===== src/rtl/pll_reset_sequencer.sv =====
// pll_reset_sequencer
//
// Turns the raw, asynchronous PLL lock flag into a clean system reset for the
// PLL clock domain. Reset is released only once lock has been stable for
// LOCK_CYCLES cycles, followed by a further HOLD_CYCLES cycles of hold. Reset
// is re-asserted whenever lock drops. Lock losses seen while running are
// recorded in a sticky flag and a saturating counter for host diagnostics.
//
// Ports:
//   clock_in     - PLL output clock, the only clock
//   reset_n      - async active-low reset (deassertion synchronised upstream)
//   locked       - raw PLL lock indicator, asynchronous to clock_in
//   clear_flags  - one-cycle pulse, clears lock_lost and loss_count
//   sys_reset_n  - registered active-low system reset
//   ready        - registered, high exactly when sys_reset_n is high
//   lock_lost    - sticky: lock was lost while in RUN
//   loss_count   - saturating count of RUN-state lock losses
//   state        - current FSM state
//
// state     | meaning
// ----------+---------------------------------------------------------------
// WAIT_LOCK | reset held, waiting for synchronised lock
// STABILIZE | lock seen, counting LOCK_CYCLES consecutive locked cycles
// HOLD      | lock qualified, holding reset HOLD_CYCLES more cycles
// RUN       | reset released; any lock drop here is a recorded loss event

module pll_reset_sequencer #(
    parameter int SYNC_STAGES = 2,
    parameter int LOCK_CYCLES = 1024,
    parameter int HOLD_CYCLES = 16,
    parameter int CNT_WIDTH   = 8
) (
    input  logic                 clock_in,
    input  logic                 reset_n,
    input  logic                 locked,
    input  logic                 clear_flags,
    output logic                 sys_reset_n,
    output logic                 ready,
    output logic                 lock_lost,
    output logic [CNT_WIDTH-1:0] loss_count,
    output logic [1:0]           state
);

    localparam int CNT_MAX = (LOCK_CYCLES > HOLD_CYCLES) ? LOCK_CYCLES : HOLD_CYCLES;
    localparam int CW      = (CNT_MAX > 1) ? $clog2(CNT_MAX) : 1;

    // The phase timer counts down from its load value; reaching zero marks
    // the last cycle of the phase.
    localparam logic [CW-1:0] LOCK_LOAD = CW'(LOCK_CYCLES - 1);
    localparam logic [CW-1:0] HOLD_LOAD = CW'(HOLD_CYCLES - 1);

    typedef enum logic [1:0] {
        WAIT_LOCK = 2'd0,
        STABILIZE = 2'd1,
        HOLD      = 2'd2,
        RUN       = 2'd3
    } state_t;

    logic [SYNC_STAGES-1:0] sync_q, sync_d;
    logic                   locked_s;

    state_t                 state_q, state_d;
    logic [CW-1:0]          cnt_q, cnt_d;

    logic                   sys_reset_n_q, sys_reset_n_d;
    logic                   lock_lost_q, lock_lost_d;
    logic [CNT_WIDTH-1:0]   loss_count_q, loss_count_d;
    logic                   loss_event;

    // Lock synchroniser
    always_comb begin
        sync_d = {sync_q[SYNC_STAGES-2:0], locked};
    end

    assign locked_s = sync_q[SYNC_STAGES-1];

    // State register (plus phase timer and registered outputs)
    always_ff @(posedge clock_in or negedge reset_n) begin
        if (!reset_n) begin
            sync_q        <= '0;
            state_q       <= WAIT_LOCK;
            cnt_q         <= '0;
            sys_reset_n_q <= 1'b0;
            lock_lost_q   <= 1'b0;
            loss_count_q  <= '0;
        end else begin
            sync_q        <= sync_d;
            state_q       <= state_d;
            cnt_q         <= cnt_d;
            sys_reset_n_q <= sys_reset_n_d;
            lock_lost_q   <= lock_lost_d;
            loss_count_q  <= loss_count_d;
        end
    end

    // Next-state logic
    always_comb begin
        state_d = state_q;
        cnt_d   = cnt_q;
        case (state_q)
            WAIT_LOCK: begin
                if (locked_s) begin
                    state_d = STABILIZE;
                    cnt_d   = LOCK_LOAD;
                end
            end
            STABILIZE: begin
                if (!locked_s) begin
                    state_d = WAIT_LOCK;
                    cnt_d   = '0;
                end else if (cnt_q == '0) begin
                    state_d = HOLD;
                    cnt_d   = HOLD_LOAD;
                end else begin
                    cnt_d   = cnt_q - 1'b1;
                end
            end
            HOLD: begin
                if (!locked_s) begin
                    state_d = WAIT_LOCK;
                    cnt_d   = '0;
                end else if (cnt_q == '0) begin
                    state_d = RUN;
                    cnt_d   = '0;
                end else begin
                    cnt_d   = cnt_q - 1'b1;
                end
            end
            RUN: begin
                if (!locked_s) begin
                    state_d = WAIT_LOCK;
                    cnt_d   = '0;
                end
            end
            default: begin
                state_d = WAIT_LOCK;
                cnt_d   = '0;
            end
        endcase
    end

    // Output logic: everything is registered from next-state values, so the
    // reset releases on the very edge that enters RUN and asserts on the edge
    // that leaves it.
    always_comb begin
        loss_event    = (state_q == RUN) && !locked_s;
        sys_reset_n_d = (state_d == RUN);
        lock_lost_d   = lock_lost_q;
        loss_count_d  = loss_count_q;
        if (loss_event) begin
            // A loss coinciding with a clear still gets recorded, as the
            // first event after the clear.
            lock_lost_d = 1'b1;
            if (clear_flags) begin
                loss_count_d = CNT_WIDTH'(1);
            end else if (loss_count_q != '1) begin
                loss_count_d = loss_count_q + 1'b1;
            end
        end else if (clear_flags) begin
            lock_lost_d  = 1'b0;
            loss_count_d = '0;
        end
    end

    assign sys_reset_n = sys_reset_n_q;
    assign ready       = sys_reset_n_q;
    assign lock_lost   = lock_lost_q;
    assign loss_count  = loss_count_q;
    assign state       = state_q;

endmodule

===== config.mk =====
export PLATFORM = sky130hd
export DESIGN_NAME = pll_reset_sequencer
export DESIGN_NICKNAME = d
export VERILOG_FILES = /design/src/rtl/pll_reset_sequencer.sv
export SDC_FILE = /design/constraint.sdc
export NUM_CORES = 1
export LEC_CHECK = 0
export CAP_MARGIN = 20
export CORE_MARGIN = 2
export CORE_UTILIZATION = 55
export DETAILED_ROUTE_END_ITERATION = 10
export PLACE_DENSITY = 0.79
export RECOVER_POWER = 50
export REMOVE_ABC_BUFFERS = 1
export SLEW_MARGIN = 25
export SYNTH_ARGS = -nofsm -noshare
export SYNTH_HDL_FRONTEND = slang
export SYNTH_SLANG_ARGS = --single-unit

===== constraint.sdc =====
create_clock -name clock_in -period 2.3 [get_ports clock_in]
set_input_delay 0.23 -clock clock_in [delete_from_list [all_inputs] [get_ports clock_in]]
set_output_delay 0.23 -clock clock_in [all_outputs]
set_load 0.02 [all_outputs]

==> impl_metrics.json <==
{
  "grt_overflow": 0,
  "number_of_synthesized_flops_with_an_enable_pin": 0,
  "clock_sink_count": 24,
  "htreeDepth": 1,
  "relSlewSlack_pct": 15.0,
  "drt_iter0_drc": 29,
  "period_share_pct": 88.6,
  "switching_power_as_a_share_of_total_power_pct": 28.6,
  "die_x_um": 54.8,
  "wire_length_of_the_first_global_routing_pass_um": 4850,
  "worstSetupPathType": "flop to flop",
  "vdd_drop_max_v": 0.000434,
  "cts-root-buf": "sky130_fd_sc_hd__clkbuf_4",
  "timing.fmax_ghz": 0.490,
  "worst_slew_pin_slew_ns": 1.27,
  "post_synth.cell_area_avg_um2": 9.15,
  "die_area_um2": 3000,
  "postRouteAntennaNets": 0,
  "ys_seq_area_share_pct": 42.3,
  "core-area_um2": 2450,
  "post_drt_wl_per_cell_um": 15.2,
  "synthArstFlopShare_pct": 100,
  "yosys.area.top_type_share_pct": 42.3,
  "timing.final.max_slew_violations": 0,
  "num_antenna_cells": 0,
  "post-synth-top-count-cell": "sky130_fd_sc_hd__dfrtp_1",
  "num_vias": 1236,
  "cellPowerDensity_nw_per_um2": 492,
  "yosys.area.top_type": "sky130_fd_sc_hd__dfrtp_1",
  "number_of_antenna_violations_at_the_first_check_in_global_routing": 0,
  "power.combinational.fraction_pct": 16.1,
  "p_sw_w": 0.000228,
  "timing.setup.tns_ns": 0,
  "path_max_fanout": 8,
  "yosys_most_used_dff": "sky130_fd_sc_hd__dfrtp_1",
  "place.gp.congestion": 0.890,
  "floorplan.initialDensity_pct": 57.8,
  "tritoncts": "yes",
  "drt_pass1_iterations": 4,
  "cts-hold-fix-buffers": 0,
  "synth.ff_latch_count": 24,
  "finalClockSkew_ns": 0.00431,
  "critical_path.startpoint_type": "flop",
  "synth_area_um2": 1420,
  "pin_count_of_the_biggest_net_entering_global_routing": 25,
  "dpl.cell_count": 195,
  "die_y_um": 54.8,
  "max_cap_violations": 0,
  "yosys-top-cells-area": "sky130_fd_sc_hd__dfrtp_1, sky130_fd_sc_hd__nor2_1, sky130_fd_sc_hd__nand2_1",
  "run_status": "complete, no violations",
  "worstSkewPairLatency_ns": 0.31,
  "vias_in_the_first_global_route": 1099,
  "timing.final.setup_violations": 0,
  "layout_min_cycle_time_ns": 2.04,
  "ys.warnings.count": 0,
  "unrepaired_setup_endpoints_after_global_routing": "no",
  "timing.critical_path.to_type": "flop",
  "finalPower_w": 0.000795,
  "pwr-share-clk_pct": 22.9,
  "final_hold_viol_count": 0,
  "viasPerCell": 6.24,
  "cts_made_buffers": 3,
  "count_of_distinct_cell_types_in_the_synthesized_netlist": 48,
  "netlist_instances": 155,
  "flow.area_growth_from_synthesis_pct": 13.9,
  "post_cts_sizing_count": 0,
  "synth.cells.most_frequent": "sky130_fd_sc_hd__dfrtp_1, sky130_fd_sc_hd__nor2_1, sky130_fd_sc_hd__nand2_1",
  "post-dp-hpwl_um": 2260,
  "final_layout_size_suffix_gt1_share_pct": 7.14,
  "route.final.wire_length_um": 3020,
  "internal_power_w": 0.000567,
  "required_ns": 2.47,
  "postCtsSetupRepairBufs": 0,
  "placement_rows": 18,
  "design.final.nets": 177,
  "cellLeakagePower_nw": 0.648,
  "holdCritPathClass": "flop to flop",
  "share_seq_of_total_power_pct": 61.0,
  "arrival_ns": 2.21,
  "grtUsageTotal_pct": 22.3,
  "total_of_buffers_placed_on_input_and_output_ports": 16,
  "number_of_remaining_drc_errors": 0,
  "ctsLongestPathBuffers": 2,
  "count_of_pins_on_the_block_boundary": 17,
  "finish.cell_count_without_fillers": 198,
  "clock_pin_slew_of_the_registers_on_the_worst_case_setup_and_hold_paths_ns": 0.13
}
final timing paths:
kind | from | endpoint | slack, ns | cells after the start
setup / recovery | cnt_q[0]$_DFFE_PN0P_ | cnt_q[1]$_DFFE_PN0P_ | 0.26 | 7
hold / removal | sync_q[0]$_DFF_PN0_ | sync_q[1]$_DFF_PN0_ | 0.37 | 0
setup reg to reg | cnt_q[0]$_DFFE_PN0P_ | cnt_q[1]$_DFFE_PN0P_ | 0.26 | 7
hold reg to reg | sync_q[0]$_DFF_PN0_ | sync_q[1]$_DFF_PN0_ | 0.37 | 0
max in group asynchronous | reset_n | state[0]$_DFF_PN0_ | 0.85 | 2
min in group asynchronous | reset_n | cnt_q[7]$_DFFE_PN0P_ | 0.70 | 2
sequential cells by signal, summed over array words and instances (netlist names):
| name | count |
|---|---|
| cnt_q | 10 |
| state | 2 |
| ready | 1 |
| sync_q | 2 |
| loss_count | 8 |
| lock_lost | 1 |
area by class of cell:
class                           instances  area (µm²)
Inverter                                6        22.5
Multi-Input combinational cell        114         739
Timing Repair Buffer                   21         194
Fill cell                             208         838
Sequential cell                        24         601
Tap cell                               30        37.5
Clock buffer                            3        22.5
power groups by stage:
| stage | combinational (W) | clock (W) | sequential [W] |
|---|---|---|---|
| floorplan | 0.0000866 | 0 | 0.000486 |
| global placement | 0.000125 | 0 | 0.000490 |
| detailed placement | 0.000130 | 0 | 0.000492 |
| CTS | 0.000130 | 0.000188 | 0.000484 |
| global route | 0.000148 | 0.000204 | 0.000491 |
| finish | 0.000128 | 0.000182 | 0.000485 |
per-stage QoR:
step / cell area [µm²] / hold WS (ns) / utilization, % / setup WS [ns]
CTS: 1620 / 0.265 / 66.0 / 0.255
detailed placement: 1600 / 0.338 / 65.1 / 0.274
floorplan: 1360 / -0.0656 / - / 0.328
global route: 1620 / 0.370 / 65.9 / 0.131
finish: 1620 / 0.366 / 65.9 / 0.261
global placement: 1600 / 0.346 / 65.1 / 0.329
placed cells by master (no fill, tap or decap), drive strengths merged, types with 2 or more instances in the layout:
master	netlist	routed
buf	5	4
nor4	5	5
o211ai	6	6
a21boi	2	2
or3	5	5
or4	3	3
nor3	3	3
a211oi	2	2
nand4	2	2
or2	3	3
nor2	14	14
o21ai	9	9
dlygate4sd3	0	4
and3	2	2
o21a	2	2
nand2	13	13
ha	3	3
xnor2	3	3
nand3b	3	3
and4	2	2
nand2b	4	4
a31oi	2	2
nand4b	2	2
clkdlybuf4s50	0	12
dfrtp	24	24
nand3	5	5
inv	6	6
a21oi	2	2
clkbuf	6	4
kinds of logic (layout without fill, tap and decap cells):
group                    after synthesis  in the layout  synth area share [%]
AO/OA/AOI/OAI                         36             36                  17.9
flip-flops                            24             24                  42.3
XOR/XNOR                               4              4                  2.47
multiplexers                           1              1                 0.705
buffers and inverters                 17             30                  5.56
AND/OR/NAND/NOR                       70             70                  28.4
adder cells (fa/ha/maj)                3              3                  2.65
per-layer routing:
layer  share of wire (%)  track usage, %  vias to the layer above
met1                  49            31.6                      600
met2                  46            34.1                       35
met4                0.50            5.83                        0
li1                    -               -                      599
met3                 4.4            4.92                        2
met5                   0               0                        -
critical path, cell delays in order, from the launching register on:
cell and delay, ns:
sky130_fd_sc_hd__dfrtp_1 0.44, sky130_fd_sc_hd__inv_1 0.09, sky130_fd_sc_hd__ha_1 0.16, sky130_fd_sc_hd__or4b_4 0.49, sky130_fd_sc_hd__nor3_4 0.30, sky130_fd_sc_hd__buf_4 0.21, sky130_fd_sc_hd__o21a_1 0.11, sky130_fd_sc_hd__o311ai_0 0.10
Power figures use the tool's default switching activity.
